$ cat src/rtl/boreal_cordic_pkg.sv
// Shared constants, state encoding and angle-table helpers for the CORDIC engine.
package boreal_cordic_pkg;

    localparam logic MODE_VEC = 1'b0;
    localparam logic MODE_ROT = 1'b1;

    typedef enum logic [1:0] {
        ST_IDLE = 2'd0,
        ST_ITER = 2'd1,
        ST_GAIN = 2'd2,
        ST_HOLD = 2'd3
    } state_t;

    // atan(2^-i) in Q2.30
    localparam logic [31:0] ATAN_Q30 [0:31] = '{
        32'd843314857, 32'd497837829, 32'd263043837, 32'd133525159,
        32'd67021687,  32'd33543516,  32'd16775851,  32'd8388437,
        32'd4194283,   32'd2097149,   32'd1048576,   32'd524288,
        32'd262144,    32'd131072,    32'd65536,     32'd32768,
        32'd16384,     32'd8192,      32'd4096,      32'd2048,
        32'd1024,      32'd512,       32'd256,       32'd128,
        32'd64,        32'd32,        32'd16,        32'd8,
        32'd4,         32'd2,         32'd1,         32'd0
    };

    // Unsigned right shift with round-half-up; sh must be >= 1.
    function automatic logic [63:0] f_round_shift(input logic [63:0] v, input int sh);
        return (v + (64'd1 << (sh - 1))) >> sh;
    endfunction

    // Angles are Q(aw-3) fraction bits, so Q30 values shift by 33-aw.
    function automatic logic [63:0] f_pi(input int aw);
        return f_round_shift({32'd0, ATAN_Q30[0]} << 2, 33 - aw);
    endfunction

    function automatic logic [63:0] f_half_pi(input int aw);
        return f_round_shift({32'd0, ATAN_Q30[0]} << 1, 33 - aw);
    endfunction

    function automatic logic [63:0] f_atan_q(input logic [4:0] idx, input int aw);
        return f_round_shift({32'd0, ATAN_Q30[idx]}, 33 - aw);
    endfunction

endpackage

$ cat src/rtl/boreal_cordic_prerot.sv
// Quadrant pre-rotation by +/-90 degrees so the iterative core only sees
// angles inside its convergence range.
module boreal_cordic_prerot
    import boreal_cordic_pkg::*;
#(
    parameter int IW      = 22,
    parameter int ANGLE_W = 16
) (
    input  logic                      i_mode,
    input  logic signed [IW-1:0]      i_x,
    input  logic signed [IW-1:0]      i_y,
    input  logic signed [ANGLE_W-1:0] i_z,
    output logic signed [IW-1:0]      o_x,
    output logic signed [IW-1:0]      o_y,
    output logic signed [ANGLE_W-1:0] o_z
);

    localparam logic signed [ANGLE_W-1:0] HALF_PI     = ANGLE_W'(f_half_pi(ANGLE_W));
    localparam logic signed [ANGLE_W-1:0] NEG_HALF_PI = -HALF_PI;

    // Vectoring folds the left half-plane onto the right; rotation folds
    // target angles beyond +/-pi/2 back inside.
    always_comb begin
        o_x = i_x;
        o_y = i_y;
        o_z = i_z;
        if (i_mode == MODE_VEC) begin
            if (i_x < 0) begin
                if (i_y >= 0) begin
                    o_x = i_y;
                    o_y = -i_x;
                    o_z = i_z + HALF_PI;
                end else begin
                    o_x = -i_y;
                    o_y = i_x;
                    o_z = i_z - HALF_PI;
                end
            end
        end else begin
            if (i_z > HALF_PI) begin
                o_x = -i_y;
                o_y = i_x;
                o_z = i_z - HALF_PI;
            end else if (i_z < NEG_HALF_PI) begin
                o_x = i_y;
                o_y = -i_x;
                o_z = i_z + HALF_PI;
            end
        end
    end

endmodule

$ cat src/rtl/boreal_cordic_engine.sv
// Iterative shift-add CORDIC (vectoring / rotation) with CSD gain
// compensation, output saturation and valid/ready on both sides.
module boreal_cordic_engine
    import boreal_cordic_pkg::*;
#(
    parameter int DATA_W  = 16,
    parameter int ANGLE_W = 16,
    parameter int ITER    = 16,
    parameter int GUARD_W = 4,
    parameter int TAG_W   = 4
) (
    input  logic                      clk,
    input  logic                      rst,
    input  logic                      in_valid,
    output logic                      in_ready,
    input  logic                      in_mode,
    input  logic signed [DATA_W-1:0]  in_x,
    input  logic signed [DATA_W-1:0]  in_y,
    input  logic signed [ANGLE_W-1:0] in_z,
    input  logic [TAG_W-1:0]          in_tag,
    output logic                      out_valid,
    input  logic                      out_ready,
    output logic signed [DATA_W-1:0]  out_x,
    output logic signed [DATA_W-1:0]  out_y,
    output logic signed [ANGLE_W-1:0] out_z,
    output logic [TAG_W-1:0]          out_tag,
    output logic                      out_sat
);

    // Two extra integer bits cover CORDIC gain, sqrt2 growth and -min negation.
    localparam int IW   = DATA_W + GUARD_W + 2;
    // Gain product x*(256+64-8-1) needs ~10 more bits; one spare for rounding.
    localparam int GW   = IW + 11;
    localparam int IT_W = $clog2(ANGLE_W + 1);
    localparam int RSH  = 9 + GUARD_W;
    localparam logic [IT_W-1:0]      LAST_IT = IT_W'(ITER - 1);
    localparam logic signed [GW-1:0] SMAX = {{(GW-DATA_W+1){1'b0}}, {(DATA_W-1){1'b1}}};
    localparam logic signed [GW-1:0] SMIN = {{(GW-DATA_W+1){1'b1}}, {(DATA_W-1){1'b0}}};
    localparam logic signed [GW-1:0] RND  = GW'(1) <<< (RSH - 1);

    // Scale by 2^-1+2^-3-2^-6-2^-9 = 311/512, drop guard bits with
    // round-half-up, clamp to DATA_W. Returns {clamped, value}.
    function automatic logic [DATA_W:0] f_gain(input logic signed [IW-1:0] v);
        logic signed [GW-1:0] e;
        logic signed [GW-1:0] s;
        logic signed [GW-1:0] r;
        e = GW'(v);
        s = (e <<< 8) + (e <<< 6) - (e <<< 3) - e;
        r = (s + RND) >>> RSH;
        if (r > SMAX) return {1'b1, SMAX[DATA_W-1:0]};
        if (r < SMIN) return {1'b1, SMIN[DATA_W-1:0]};
        return {1'b0, r[DATA_W-1:0]};
    endfunction

    state_t                    r_state, w_next;
    logic                      r_mode, r_vzero;
    logic signed [IW-1:0]      r_x, r_y;
    logic signed [ANGLE_W-1:0] r_z;
    logic [IT_W-1:0]           r_iter;
    logic [TAG_W-1:0]          r_tag;

    logic signed [IW-1:0]      w_xin, w_yin, w_px, w_py, w_xs, w_ys;
    logic signed [ANGLE_W-1:0] w_pz, w_atan;
    logic                      w_accept, w_ccw, w_last;
    logic [DATA_W:0]           w_gx, w_gy;

    assign w_xin = {{2{in_x[DATA_W-1]}}, in_x, {GUARD_W{1'b0}}};
    assign w_yin = {{2{in_y[DATA_W-1]}}, in_y, {GUARD_W{1'b0}}};

    boreal_cordic_prerot #(
        .IW      (IW),
        .ANGLE_W (ANGLE_W)
    ) u_prerot (
        .i_mode (in_mode),
        .i_x    (w_xin),
        .i_y    (w_yin),
        .i_z    (in_z),
        .o_x    (w_px),
        .o_y    (w_py),
        .o_z    (w_pz)
    );

    assign w_accept = in_valid & in_ready;
    assign w_last   = (r_iter == LAST_IT);
    assign w_xs     = r_x >>> r_iter;
    assign w_ys     = r_y >>> r_iter;
    assign w_atan   = ANGLE_W'(f_atan_q(5'(r_iter), ANGLE_W));
    // Counter-clockwise step: vectoring with y<0, or rotation with z>=0.
    assign w_ccw    = (r_mode == MODE_VEC) ? r_y[IW-1] : ~r_z[ANGLE_W-1];
    assign w_gx     = f_gain(r_x);
    assign w_gy     = f_gain(r_y);

    // State register
    always_ff @(posedge clk) begin
        if (rst) r_state <= ST_IDLE;
        else     r_state <= w_next;
    end

    // Next state and handshake outputs; HOLD can hand over straight to a new job
    always_comb begin
        w_next    = r_state;
        in_ready  = 1'b0;
        out_valid = 1'b0;
        case (r_state)
            ST_IDLE: begin
                in_ready = 1'b1;
                if (in_valid) w_next = ST_ITER;
            end
            ST_ITER: if (w_last) w_next = ST_GAIN;
            ST_GAIN: w_next = ST_HOLD;
            ST_HOLD: begin
                out_valid = 1'b1;
                in_ready  = out_ready;
                if (out_ready) w_next = in_valid ? ST_ITER : ST_IDLE;
            end
            default: w_next = ST_IDLE;
        endcase
    end

    // Operand capture, one micro-rotation per ITER cycle, result register in GAIN
    always_ff @(posedge clk) begin
        if (rst) begin
            r_mode  <= MODE_VEC;
            r_vzero <= 1'b0;
            r_x     <= '0;
            r_y     <= '0;
            r_z     <= '0;
            r_iter  <= '0;
            r_tag   <= '0;
            out_x   <= '0;
            out_y   <= '0;
            out_z   <= '0;
            out_tag <= '0;
            out_sat <= 1'b0;
        end else if (w_accept) begin
            r_mode  <= in_mode;
            r_x     <= w_px;
            r_y     <= w_py;
            r_z     <= w_pz;
            r_tag   <= in_tag;
            r_iter  <= '0;
            // (0,0) has no angle: freeze z so the result is just the offset
            r_vzero <= (in_mode == MODE_VEC) && (in_x == '0) && (in_y == '0);
        end else if (r_state == ST_ITER) begin
            r_iter <= r_iter + 1'b1;
            if (w_ccw) begin
                r_x <= r_x - w_ys;
                r_y <= r_y + w_xs;
                if (!r_vzero) r_z <= r_z - w_atan;
            end else begin
                r_x <= r_x + w_ys;
                r_y <= r_y - w_xs;
                if (!r_vzero) r_z <= r_z + w_atan;
            end
        end else if (r_state == ST_GAIN) begin
            out_x   <= w_gx[DATA_W-1:0];
            out_y   <= w_gy[DATA_W-1:0];
            out_sat <= w_gx[DATA_W] | w_gy[DATA_W];
            out_z   <= r_z;
            out_tag <= r_tag;
        end
    end

endmodule

$ cat config.mk
export PLATFORM = sky130hd
export DESIGN_NAME = boreal_cordic_engine
export DESIGN_NICKNAME = d
export VERILOG_FILES = /design/src/rtl/boreal_cordic_pkg.sv /design/src/rtl/boreal_cordic_prerot.sv /design/src/rtl/boreal_cordic_engine.sv
export SDC_FILE = /design/constraint.sdc
export NUM_CORES = 1
export LEC_CHECK = 0
export ABC_AREA = 1
export CAP_MARGIN = 20
export CORE_ASPECT_RATIO = 1.75
export CORE_MARGIN = 1.5
export CORE_UTILIZATION = 60
export CTS_CLUSTER_SIZE = 40
export DETAILED_ROUTE_END_ITERATION = 7
export HOLD_SLACK_MARGIN = 0.15
export PLACE_DENSITY = 0.8
export SYNTH_ARGS = -nofsm -noshare
export SYNTH_HDL_FRONTEND = slang
export SYNTH_SLANG_ARGS = --single-unit
$ cat constraint.sdc
create_clock -name clk -period 6.5 [get_ports clk]
set_input_delay 1.3 -clock clk [delete_from_list [all_inputs] [get_ports clk]]
set_output_delay 1.3 -clock clk [all_outputs]
set_load 0.01 [all_outputs]
==> impl_metrics.toml <==
[floorplanning]
die_y_um = 246
die_area_um2 = 34800
core-area_um2 = 33000
pin_count = 112
initial_core_util = 0.611
rows = 88
die_w_um = 142

[timing]
max_freq_mhz = 184
setup_slack_ps = 1060
setup_violations = 0
rsz0062_at_grt = "no"
finalSetupTns_ps = 0
final-hold-violation-count = 0
finalClockSkew_ps = 7.97
post-route-period-util = 0.836
slew_headroom = 0.206
min_period_ps = 5440
tightest_slew_ps = 1190
slew_violations = 0

[global_route]
grt_pass1_vias = 23268
grt_max_degree = 77
track_usage = 0.448
grt-ovfl-total = 0
antenna_found_initial = 0
grt_pass1_wl_um = 122000

[clock_tree]
cts-buffers-inserted = 17
tritoncts = "done"
cts.sinks = 126
cts_buffer_depth = 2
cts_hold_buf = 0
cts_root_buf = "clkbuf_16"
clk_pin_slew_worst_paths_ps = 70
post-cts-setup-buffers = 0
htree_levels = 4
insertion_delay_ps = 460
postCtsResizedCells = 0

[synthesis]
syn_area_um2 = 20200
ys_ff_latch = 126
synthCells = 3218
yosys_warnings = 0
synth_nets = 3565
ys_seq_area_frac = 0.125
synth_ff_type = "dfxtp_1"
synth.distinct_cells = 54
avgSynthCellArea_um2 = 6.27
synth-edff-count = 0
synthArstFlopShare = 0

[placed_design]
hpwl_um = 59900
place.gp.congestion = 1.18
port_buffers = 111
dp_slack_ps = 1120
place_area_um2 = 21500

[setup_path]
cp_cell_sequence = "buf_4 > nor2_4 > o21ai_0 > o21ai_0 > o21ai_0 > nand2_1 > nor2_2 > ha_1 > nand2_1 > o21ai_0 > fa_1 > nand3b_1 > nand2_1 > a21oi_1 > o21ai_0 > a21boi_0 > o21ai_0 > nand2_1 > nand2_1 > nand3_1 > nand2_1 > nand2_1 > a21oi_1 > nor2_1"
arrival_ps = 5780
endpoint_kind = "flop"
cp_max_fo = 37
slowest_delay_ps = 490
crit_type = "reg2reg"
critPathLaunch = "r_iter[1]"
crit_required_ps = 6840
start_kind = "flop"
r2r_start = "r_iter[1]"
cp_common_cell = "nand2_1"
slowest_stage = "o21ai_0"

[routing]
ant_nets = 0
drc = 13
drt_iter0_drc = 2346
vias = 23486
viasPerCell = 6.39
drt-total-wl_um = 77600
dr.pass1.iters = 8
avgRoutedWirePerCell_um = 21.1

[cells_and_area]
final_area_um2 = 22100
nNetsFinal = 3606
drive_gt1_frac = 0.0364
final_common_cell = "nand2_1"
layout_common_cells = "nand2_1 (785), inv_1 (381), nand3_1 (294), a21oi_1 (292), o21ai_0 (236)"
area_growth_pct = 9.71

[outcome]
status = "complete, but fails checks"
violations = "DRC"

[min_path]
hp-start = "out_tag[1]"
hold_class = "reg2reg"

[run]
maxCapViolCount = 0
[worst max-delay path: cells and delay by family, from the launching register on]
family / cells / cell delay, ps
flops: 1 / 340
simple gates: 12 / 1640
buf+inv: 1 / 290
compound gates: 9 / 2290
fa+ha+maj: 2 / 750
[per-stage QoR]
| stage | cells | utilization | hold slack (ps) |
|---|---|---|---|
| 2_1_floorplan | 3218 | - | 438 |
| 3_3_place_gp | 3644 | 0.651 | 444 |
| 3_5_place_dp | 3644 | 0.651 | 459 |
| 4_1_cts | 3676 | 0.670 | 470 |
| 5_1_grt | 3677 | 0.670 | 489 |
| 6_report | 3678 | 0.670 | 468 |
[metal layers]
metal,GRT usage,share of wire
met1,0.453,0.34
met4,0.372,0.096
met5,0.00877,0.00049
met3,0.0874,0.078
met2,0.787,0.49
[layout make-up]
cell class,instances,area (um2)
Clock inverter,15,196
Multi-Input combinational cell,2574,15600
Clock buffer,17,425
Fill cell,2988,10900
Sequential cell,126,2520
Inverter,395,1480
Tap cell,405,507
Timing Repair Buffer,145,1360
Antenna cell,1,2.50
[registers in the layout, indices dropped and copies added (netlist names)]
register	count
r_mode	1
out_sat	1
r_tag	4
r_y	22
out_x	16
r_state	2
out_tag	4
r_z	16
out_z	16
out_y	16
r_vzero	1
r_iter	5
r_x	22
[final timing paths]
kind | to | slack, ps | cells past startpoint
setup / recovery | r_x[18] | 1060 | 24
hold / removal | out_tag[1] | 470 | 2
setup reg to reg | r_x[18] | 1060 | 24
hold reg to reg | out_tag[1] | 470 | 2
[cells in the mapped netlist (2+ instances only)]
| cell | instances | area share |
|---|---|---|
| a22oi_1 | 2 | 0.00074 |
| o2111ai_1 | 4 | 0.0017 |
| or2_2 | 13 | 0.0040 |
| a31oi_1 | 20 | 0.0062 |
| inv_2 | 7 | 0.0013 |
| nor4_1 | 9 | 0.0028 |
| nand3_2 | 2 | 0.00099 |
| nor2_1 | 215 | 0.040 |
| o221ai_1 | 32 | 0.014 |
| nor3_1 | 21 | 0.0052 |
| buf_2 | 31 | 0.0077 |
| nand2_1 | 785 | 0.15 |
| buf_1 | 6 | 0.0011 |
| a21oi_1 | 292 | 0.072 |
| inv_1 | 382 | 0.071 |
| clkbuf_1 | 78 | 0.015 |
| nand2_2 | 3 | 0.00093 |
| dfxtp_1 | 126 | 0.12 |
| nand3_1 | 294 | 0.073 |
| o211ai_1 | 49 | 0.018 |
| buf_6 | 3 | 0.0017 |
| a21o_1 | 26 | 0.0097 |
| nor2_2 | 13 | 0.0040 |
| nand4_1 | 32 | 0.0099 |
| xnor2_1 | 37 | 0.016 |
| o21ai_1 | 8 | 0.0020 |
| buf_4 | 4 | 0.0015 |
| nand3b_1 | 3 | 0.0011 |
| a211oi_1 | 5 | 0.0019 |
| o22ai_1 | 15 | 0.0046 |
| o21a_1 | 10 | 0.0037 |
| ha_1 | 211 | 0.13 |
| a221oi_1 | 7 | 0.0030 |
| o21bai_1 | 14 | 0.0052 |
| xor2_1 | 108 | 0.047 |
| nor2_4 | 3 | 0.0017 |
| a21boi_0 | 9 | 0.0033 |
| a31o_2 | 2 | 0.00087 |
| o21ai_0 | 236 | 0.059 |
| clkinv_1 | 6 | 0.0011 |
| o31ai_1 | 4 | 0.0015 |
| fa_1 | 79 | 0.078 |
[logic make-up (layout without fill, tap and decap cells)]
logic type | after synthesis | after routing | synth area share
buffers and inverters | 518 | 572 | 0.100
adder cells (fa/ha/maj) | 290 | 290 | 0.209
AO/OA/AOI/OAI | 742 | 742 | 0.211
other | 0 | 1 | 0
XOR/XNOR | 146 | 146 | 0.0637
AND/OR/NAND/NOR | 1396 | 1396 | 0.291
flip-flops | 126 | 126 | 0.125
Power is left out: the tool's default activity adds up to more than one toggle a clock period on the data nets, which glitch-free logic cannot reach.
